**src/rtl/rs232_avm_pkg.sv**
```systemverilog
// Shared constants and types for the RS232 Avalon-MM byte arbiter.
package rs232_avm_pkg;

    localparam int unsigned RxAddr     = 0;
    localparam int unsigned TxAddr     = 4;
    localparam int unsigned StatusAddr = 8;
    localparam int unsigned RxOkBit    = 7;
    localparam int unsigned TxOkBit    = 6;

    typedef enum logic [1:0] {
        S_IDLE = 2'd0,
        S_POLL = 2'd1,
        S_XFER = 2'd2
    } state_e;

    typedef enum logic {
        G_RX = 1'b0,
        G_TX = 1'b1
    } grant_e;

    function automatic logic [1:0] grant_onehot(grant_e g);
        return (g == G_TX) ? 2'b10 : 2'b01;
    endfunction

endpackage

```
**src/rtl/rs232_avm_byte_arbiter_if.sv**
```systemverilog
// Avalon-MM link between the byte arbiter (master) and the UART core (slave).
interface rs232_avm_byte_arbiter_if;

    logic [4:0]  avm_address;
    logic        avm_read;
    logic [31:0] avm_readdata;
    logic        avm_write;
    logic [31:0] avm_writedata;
    logic        avm_waitrequest;

    modport master (
        output avm_address, avm_read, avm_write, avm_writedata,
        input  avm_readdata, avm_waitrequest
    );

    modport slave (
        input  avm_address, avm_read, avm_write, avm_writedata,
        output avm_readdata, avm_waitrequest
    );

endinterface

```
**src/rtl/rx_watchdog.sv**
```systemverilog
// Counts consecutive un-acked RX request cycles; pulses expired and restarts at TIMEOUT.
module rx_watchdog #(
    parameter int unsigned TIMEOUT = 16
) (
    input  logic avm_clk,
    input  logic avm_rst,
    input  logic req,
    input  logic ack,
    output logic expired
);

    localparam int unsigned Width = (TIMEOUT > 1) ? $clog2(TIMEOUT) : 1;
    localparam logic [Width-1:0] Last = Width'(TIMEOUT - 1);

    logic [Width-1:0] count_q;
    logic             expired_q;

    always_ff @(posedge avm_clk or posedge avm_rst) begin
        if (avm_rst) begin
            count_q   <= '0;
            expired_q <= 1'b0;
        end else begin
            expired_q <= 1'b0;
            if (!req || ack) begin
                count_q <= '0;
            end else if (count_q == Last) begin
                count_q   <= '0;
                expired_q <= 1'b1;
            end else begin
                count_q <= count_q + 1'b1;
            end
        end
    end

    assign expired = expired_q;

endmodule

```
**src/rtl/rs232_avm_byte_arbiter.sv**
```systemverilog
// Shares the UART Avalon-MM master between the RX and TX byte requesters,
// hiding status polling and waitrequest behind per-requester req/ack.
module rs232_avm_byte_arbiter
    import rs232_avm_pkg::*;
#(
    parameter int unsigned RX_ADDR     = RxAddr,
    parameter int unsigned TX_ADDR     = TxAddr,
    parameter int unsigned STATUS_ADDR = StatusAddr,
    parameter int unsigned RX_OK_BIT   = RxOkBit,
    parameter int unsigned TX_OK_BIT   = TxOkBit,
    parameter int unsigned RX_TIMEOUT  = 268435455
) (
    input  logic                            avm_clk,
    input  logic                            avm_rst,
    rs232_avm_byte_arbiter_if.master        avm,
    input  logic                            rx_req,
    output logic                            rx_ack,
    output logic [7:0]                      rx_data,
    output logic                            rx_timeout,
    input  logic                            tx_req,
    input  logic [7:0]                      tx_data,
    output logic                            tx_ack,
    output logic [1:0]                      grant_o,
    output logic [1:0]                      state_o
);

    localparam logic [4:0] RxA    = 5'(RX_ADDR);
    localparam logic [4:0] TxA    = 5'(TX_ADDR);
    localparam logic [4:0] StatA  = 5'(STATUS_ADDR);
    localparam logic [4:0] RxOkIx = 5'(RX_OK_BIT);
    localparam logic [4:0] TxOkIx = 5'(TX_OK_BIT);

    state_e      state_q;
    grant_e      grant_q;
    grant_e      last_grant_q;
    logic [4:0]  address_q;
    logic        read_q;
    logic        write_q;
    logic [31:0] writedata_q;
    logic [7:0]  rx_data_q;
    logic        rx_ack_q;
    logic        tx_ack_q;

    logic rx_pend, tx_pend, own_req, other_req, own_ok;

    // The requester acked last cycle is masked so the other one can win IDLE.
    always_comb begin
        rx_pend   = rx_req & ~rx_ack_q;
        tx_pend   = tx_req & ~tx_ack_q;
        own_req   = (grant_q == G_TX) ? tx_req : rx_req;
        other_req = (grant_q == G_TX) ? rx_req : tx_req;
        own_ok    = (grant_q == G_TX) ? avm.avm_readdata[TxOkIx] : avm.avm_readdata[RxOkIx];
    end

    always_ff @(posedge avm_clk or posedge avm_rst) begin
        if (avm_rst) begin
            state_q      <= S_IDLE;
            grant_q      <= G_RX;
            last_grant_q <= G_TX;
            address_q    <= StatA;
            read_q       <= 1'b0;
            write_q      <= 1'b0;
            writedata_q  <= '0;
            rx_data_q    <= '0;
            rx_ack_q     <= 1'b0;
            tx_ack_q     <= 1'b0;
        end else begin
            rx_ack_q <= 1'b0;
            tx_ack_q <= 1'b0;
            case (state_q)
                S_IDLE: begin
                    if (rx_pend || tx_pend) begin
                        if (rx_pend && (!tx_pend || last_grant_q == G_TX)) begin
                            grant_q <= G_RX;
                        end else begin
                            grant_q     <= G_TX;
                            writedata_q <= {24'b0, tx_data};
                        end
                        read_q    <= 1'b1;
                        address_q <= StatA;
                        state_q   <= S_POLL;
                    end
                end
                S_POLL: begin
                    if (!avm.avm_waitrequest) begin
                        if (!own_req) begin
                            read_q  <= 1'b0;
                            state_q <= S_IDLE;
                        end else if (own_ok) begin
                            state_q <= S_XFER;
                            if (grant_q == G_RX) begin
                                address_q <= RxA;
                            end else begin
                                read_q    <= 1'b0;
                                write_q   <= 1'b1;
                                address_q <= TxA;
                            end
                        end else if (other_req) begin
                            last_grant_q <= grant_q;
                            read_q       <= 1'b0;
                            state_q      <= S_IDLE;
                        end
                        // Otherwise the status read is simply reissued.
                    end
                end
                S_XFER: begin
                    if (!avm.avm_waitrequest) begin
                        read_q       <= 1'b0;
                        write_q      <= 1'b0;
                        address_q    <= StatA;
                        last_grant_q <= grant_q;
                        state_q      <= S_IDLE;
                        if (grant_q == G_RX) begin
                            rx_data_q <= avm.avm_readdata[7:0];
                            rx_ack_q  <= 1'b1;
                        end else begin
                            tx_ack_q <= 1'b1;
                        end
                    end
                end
                default: state_q <= S_IDLE;
            endcase
        end
    end

    rx_watchdog #(
        .TIMEOUT (RX_TIMEOUT)
    ) u_rx_watchdog (
        .avm_clk (avm_clk),
        .avm_rst (avm_rst),
        .req     (rx_req),
        .ack     (rx_ack_q),
        .expired (rx_timeout)
    );

    assign avm.avm_address   = address_q;
    assign avm.avm_read      = read_q;
    assign avm.avm_write     = write_q;
    assign avm.avm_writedata = writedata_q;
    assign rx_ack            = rx_ack_q;
    assign rx_data           = rx_data_q;
    assign tx_ack            = tx_ack_q;
    assign grant_o           = (state_q == S_IDLE) ? 2'b00 : grant_onehot(grant_q);
    assign state_o           = state_q;

endmodule

```
**src/flat_wrapper.sv**
```systemverilog
// flat-port wrapper written by rule: the top's interface ports become plain ports
module rs232_avm_byte_arbiter_flat import rs232_avm_pkg::*;
#(
    parameter int unsigned RX_ADDR     = RxAddr,
    parameter int unsigned TX_ADDR     = TxAddr,
    parameter int unsigned STATUS_ADDR = StatusAddr,
    parameter int unsigned RX_OK_BIT   = RxOkBit,
    parameter int unsigned TX_OK_BIT   = TxOkBit,
    parameter int unsigned RX_TIMEOUT  = 268435455
)
  (avm_clk, avm_rst, rx_req, rx_ack, rx_data, rx_timeout, tx_req, tx_data, tx_ack, grant_o, state_o, avm_avm_address, avm_avm_read, avm_avm_write, avm_avm_writedata, avm_avm_readdata, avm_avm_waitrequest);
  rs232_avm_byte_arbiter_if avm_i ();
  input  logic avm_clk;
  input  logic avm_rst;
  input  logic rx_req;
  output logic rx_ack;
  output logic [7:0] rx_data;
  output logic rx_timeout;
  input  logic tx_req;
  input  logic [7:0] tx_data;
  output logic tx_ack;
  output logic [1:0] grant_o;
  output logic [1:0] state_o;
  output wire logic [$bits(avm_i.avm_address)-1:0] avm_avm_address;
  output wire logic [$bits(avm_i.avm_read)-1:0] avm_avm_read;
  output wire logic [$bits(avm_i.avm_write)-1:0] avm_avm_write;
  output wire logic [$bits(avm_i.avm_writedata)-1:0] avm_avm_writedata;
  input wire logic [$bits(avm_i.avm_readdata)-1:0] avm_avm_readdata;
  input wire logic [$bits(avm_i.avm_waitrequest)-1:0] avm_avm_waitrequest;
  assign avm_avm_address = avm_i.avm_address;
  assign avm_avm_read = avm_i.avm_read;
  assign avm_avm_write = avm_i.avm_write;
  assign avm_avm_writedata = avm_i.avm_writedata;
  assign avm_i.avm_readdata = avm_avm_readdata;
  assign avm_i.avm_waitrequest = avm_avm_waitrequest;
  rs232_avm_byte_arbiter #(.RX_ADDR(RX_ADDR), .TX_ADDR(TX_ADDR), .STATUS_ADDR(STATUS_ADDR), .RX_OK_BIT(RX_OK_BIT), .TX_OK_BIT(TX_OK_BIT), .RX_TIMEOUT(RX_TIMEOUT)) u_core (.avm_clk(avm_clk), .avm_rst(avm_rst), .avm(avm_i), .rx_req(rx_req), .rx_ack(rx_ack), .rx_data(rx_data), .rx_timeout(rx_timeout), .tx_req(tx_req), .tx_data(tx_data), .tx_ack(tx_ack), .grant_o(grant_o), .state_o(state_o));
endmodule
```
**config.mk**
```make
export PLATFORM = sky130hd
export DESIGN_NAME = rs232_avm_byte_arbiter_flat
export DESIGN_NICKNAME = d
export VERILOG_FILES = /design/src/rtl/rs232_avm_pkg.sv /design/src/rtl/rs232_avm_byte_arbiter_if.sv /design/src/rtl/rx_watchdog.sv /design/src/rtl/rs232_avm_byte_arbiter.sv /design/src/flat_wrapper.sv
export SDC_FILE = /design/constraint.sdc
export NUM_CORES = 1
export LEC_CHECK = 0
export BUFFER_PORTS_ARGS = -buffer_cell sky130_fd_sc_hd__buf_2
export CAP_MARGIN = 10
export CORE_MARGIN = 8
export CORE_UTILIZATION = 34
export CTS_BUF_LIST = sky130_fd_sc_hd__clkbuf_4
export CTS_CLUSTER_SIZE = 40
export DETAILED_ROUTE_END_ITERATION = 7
export SLEW_MARGIN = 30
export SYNTH_ARGS = -nofsm -noshare
export SYNTH_HDL_FRONTEND = slang
export SYNTH_SLANG_ARGS = --single-unit
```
**constraint.sdc**
```tcl
create_clock -name avm_clk -period 2.65 [get_ports avm_clk]
set_input_delay 0.3975 -clock avm_clk [delete_from_list [all_inputs] [get_ports avm_clk]]
set_output_delay 0.3975 -clock avm_clk [all_outputs]
set_load 0.01 [all_outputs]
```
==> flow_summary.json <==
{
  "status": "finished clean",
  "fin_util_pct": 38.53,
  "ys_types": 48,
  "placement_rows": 34,
  "use_met2_pct": 17.66,
  "tritoncts": "done",
  "cts_root_buf": "clkbuf_4",
  "clock_latency_ns": 0.38,
  "ir_worst_vdd_uv": 240.2,
  "synth-seq-area-share_pct": 46.54,
  "cts_setup_buffers": 0,
  "grt_util_met1_pct": 12.83,
  "antenna_found_initial": 0,
  "final_cell_mix": "dfrtp_1 (53), buf_2 (47), conb_1 (27)",
  "async_flop_share_pct": 100.0,
  "synth.cell_area_um2": 2963,
  "routed_wl_mm": 6.091,
  "place.port_buffers": 47,
  "grt-ovfl-total": 0,
  "path_max_fanout": 12,
  "worstSetupEndpointType": "flop",
  "netlist_instances": 289,
  "fillers": 866,
  "dpl.hpwl_mm": 4.482,
  "hold_violations": 0,
  "ys_ff_latch": 55,
  "required_ns": 2.95,
  "nNetsFinal": 390,
  "die_h_um": 109.4,
  "grt-busiest-layer": "met2",
  "drive_gt1_share_pct": 25.29,
  "cts_inserted_buffers": 5,
  "clockBufferDepth": 2,
  "slew_violations": 0,
  "synth_enable_flop_cells": 0,
  "rsz0062_at_grt": "no",
  "startpoint_type": "flop",
  "skew_ns": 0.01758,
  "grt_usage_pct": 10.39,
  "multi_input_area_um2": 1379,
  "ant_nets": 0,
  "powerDensity_nw_per_um2": 766.7,
  "postCtsHoldBufs": 1,
  "syn_avg_cell_area_um2": 10.25,
  "leakagePower_nw": 1.457,
  "grtUsageMet3_pct": 3.048,
  "hold_class": "input port to flop",
  "finalCritPeriodShare_pct": 85.69,
  "wl_per_cell_um": 13.60,
  "core_um2": 8593,
  "start_util_pct": 34.48,
  "worst_slew_pin_slew_ns": 0.7116,
  "vias": 2215,
  "ctsHtreeMaxLevel": 2,
  "grt_pass1_vias": 2197,
  "clkSinkCount": 55,
  "syn_to_final_growth_pct": 11.74,
  "io_pins": 99,
  "first_iter_violations": 77,
  "drcViolationCount": 0,
  "grt_pass1_wl_mm": 10.23,
  "maxCapViolations": 0,
  "die_w_um": 109.4,
  "cp.arrival_ns": 2.57,
  "fin_crit_ns": 2.271,
  "max_freq_ghz": 0.4404,
  "seqCellArea_um2": 1379,
  "gp_congestion": 0.8456,
  "ctsResizeCount": 0,
  "antennaDiodeCount": 0,
  "dieArea_um2": 11960,
  "finalSetupTns_ns": 0,
  "setup_viol": 0,
  "crit_type": "flop to flop",
  "max_slew_margin_pct": 52.47,
  "ys_warn_count": 0,
  "synth_ff_type": "dfrtp_1",
  "final_common_cell": "dfrtp_1",
  "firstDrtPassIters": 4,
  "grt_max_degree": 40,
  "clkTransAtPathRegs_ns": 0.16,
  "vias_per_cell": 4.944
}
## layout make-up
class                      instances  area share [%]
multi-input combinational        211           41.65
clock inverter                     3           1.323
inverter                          15           1.701
timing repair buffer              51           8.466
sequential                        55           41.65
clock buffer                       5           1.134
tap                              108           4.082
## final timing paths
path / start / end / slack (ns) / cells past startpoint
worst max-delay path: u_core.u_rx_watchdog.count_q[0]$_DFF_PP0_ / u_core.u_rx_watchdog.count_q[26]$_DFF_PP0_ / 0.38 / 5
worst min-delay path: tx_data[3] / u_core.avm.avm_writedata[3]$_DFFE_PP0P_ / 0.24 / 2
worst max register to register: u_core.u_rx_watchdog.count_q[0]$_DFF_PP0_ / u_core.u_rx_watchdog.count_q[26]$_DFF_PP0_ / 0.38 / 5
worst min register to register: u_core.rx_data[4]$_DFFE_PP0P_ / u_core.rx_data[4]$_DFFE_PP0P_ / 0.52 / 1
max in group asynchronous: avm_rst / u_core.avm.avm_address[3]$_DFFE_PP1P_ / 1.53 / 4
min in group asynchronous: avm_rst / u_core.avm.avm_writedata[3]$_DFFE_PP0P_ / 0.51 / 3
## metrics by stage
| step | instance area, um2 | hold WS [ns] | setup slack (ns) | cells | power [mW] |
|---|---|---|---|---|---|
| global route | 3311 | 0.2188 | 0.2337 | 448 | 2.726 |
| global placement | 3219 | 0.3973 | 0.4404 | 439 | 2.087 |
| CTS | 3311 | 0.2173 | 0.3439 | 448 | 2.579 |
| detailed placement | 3219 | 0.3990 | 0.3857 | 439 | 2.105 |
| floorplan | 3060 | 0.4786 | 0.7446 | 315 | 1.805 |
| finish | 3311 | 0.2354 | 0.3792 | 448 | 2.538 |
## where the power goes
group / total [mW] / internal (mW) / switching, mW
clock: 0.468 / 0.199 / 0.269
combinational: 0.903 / 0.428 / 0.475
sequential: 1.17 / 1.04 / 0.129
total: 2.54 / 1.67 / 0.872
## metal layers
layer | vias to the layer above | wire length [um]
li1 | 1082 | -
met3 | 2 | 534
met1 | 1079 | 2642
met5 | - | 0
met4 | 0 | 16
met2 | 52 | 2898
## logic make-up (layout without fill, tap and decap cells)
group,after synthesis,count (layout),synth area share [%]
flip-flops,55,55,46.54
adder cells (fa/ha/maj),6,6,2.534
AND/OR/NAND/NOR,102,102,19.09
multiplexers,20,20,7.517
AO/OA/AOI/OAI,43,43,10.14
XOR/XNOR,13,13,3.843
other,1,27,0.1266
buffers and inverters,49,74,10.22
## worst max-delay path, cell delays in order (launching register included)
cell	delay, ns
dfrtp_1	0.46
ha_1	0.24
nand3_1	0.23
or3_1	0.55
or4_1	0.45
a211oi_1	0.26
## sequential cells by signal, summed over array words and instances (netlist names)
register / cells
u_core.rx_data: 8
u_core.grant_q: 1
u_core.avm.avm_address: 2
u_core.avm.avm_write: 1
u_core.tx_ack: 1
u_core.u_rx_watchdog.expired: 1
u_core.last_grant_q: 1
u_core.u_rx_watchdog.count_q: 28
u_core.avm.avm_read: 1
u_core.avm.avm_writedata: 8
u_core.state_o: 2
u_core.rx_ack: 1
## cell usage after synthesis, types with 2 or more instances
cell type / instances / area, um2
or3_1: 6 / 37.54
nand4_1: 9 / 56.30
xnor2_1: 9 / 78.83
dfstp_2: 2 / 52.55
a21oi_1: 13 / 65.06
inv_1: 15 / 56.30
nand3_1: 13 / 65.06
and3_1: 3 / 18.77
clkbuf_1: 3 / 11.26
dfrtp_1: 53 / 1326
nand2_1: 18 / 67.56
mux2i_1: 2 / 20.02
buf_6: 2 / 22.52
nor2b_1: 2 / 12.51
nand2b_1: 2 / 12.51
o21ai_0: 6 / 30.03
and2_1: 2 / 12.51
o211ai_1: 4 / 30.03
or4_1: 11 / 82.58
nor4_1: 6 / 37.54
a31oi_1: 3 / 18.77
o31ai_1: 6 / 45.04
buf_4: 27 / 202.7
nor2_1: 20 / 75.07
ha_1: 6 / 75.07
mux2_2: 18 / 202.7
xor2_1: 4 / 35.03
and4_1: 4 / 35.03
Note: power is estimated with default switching activity, not from simulation.
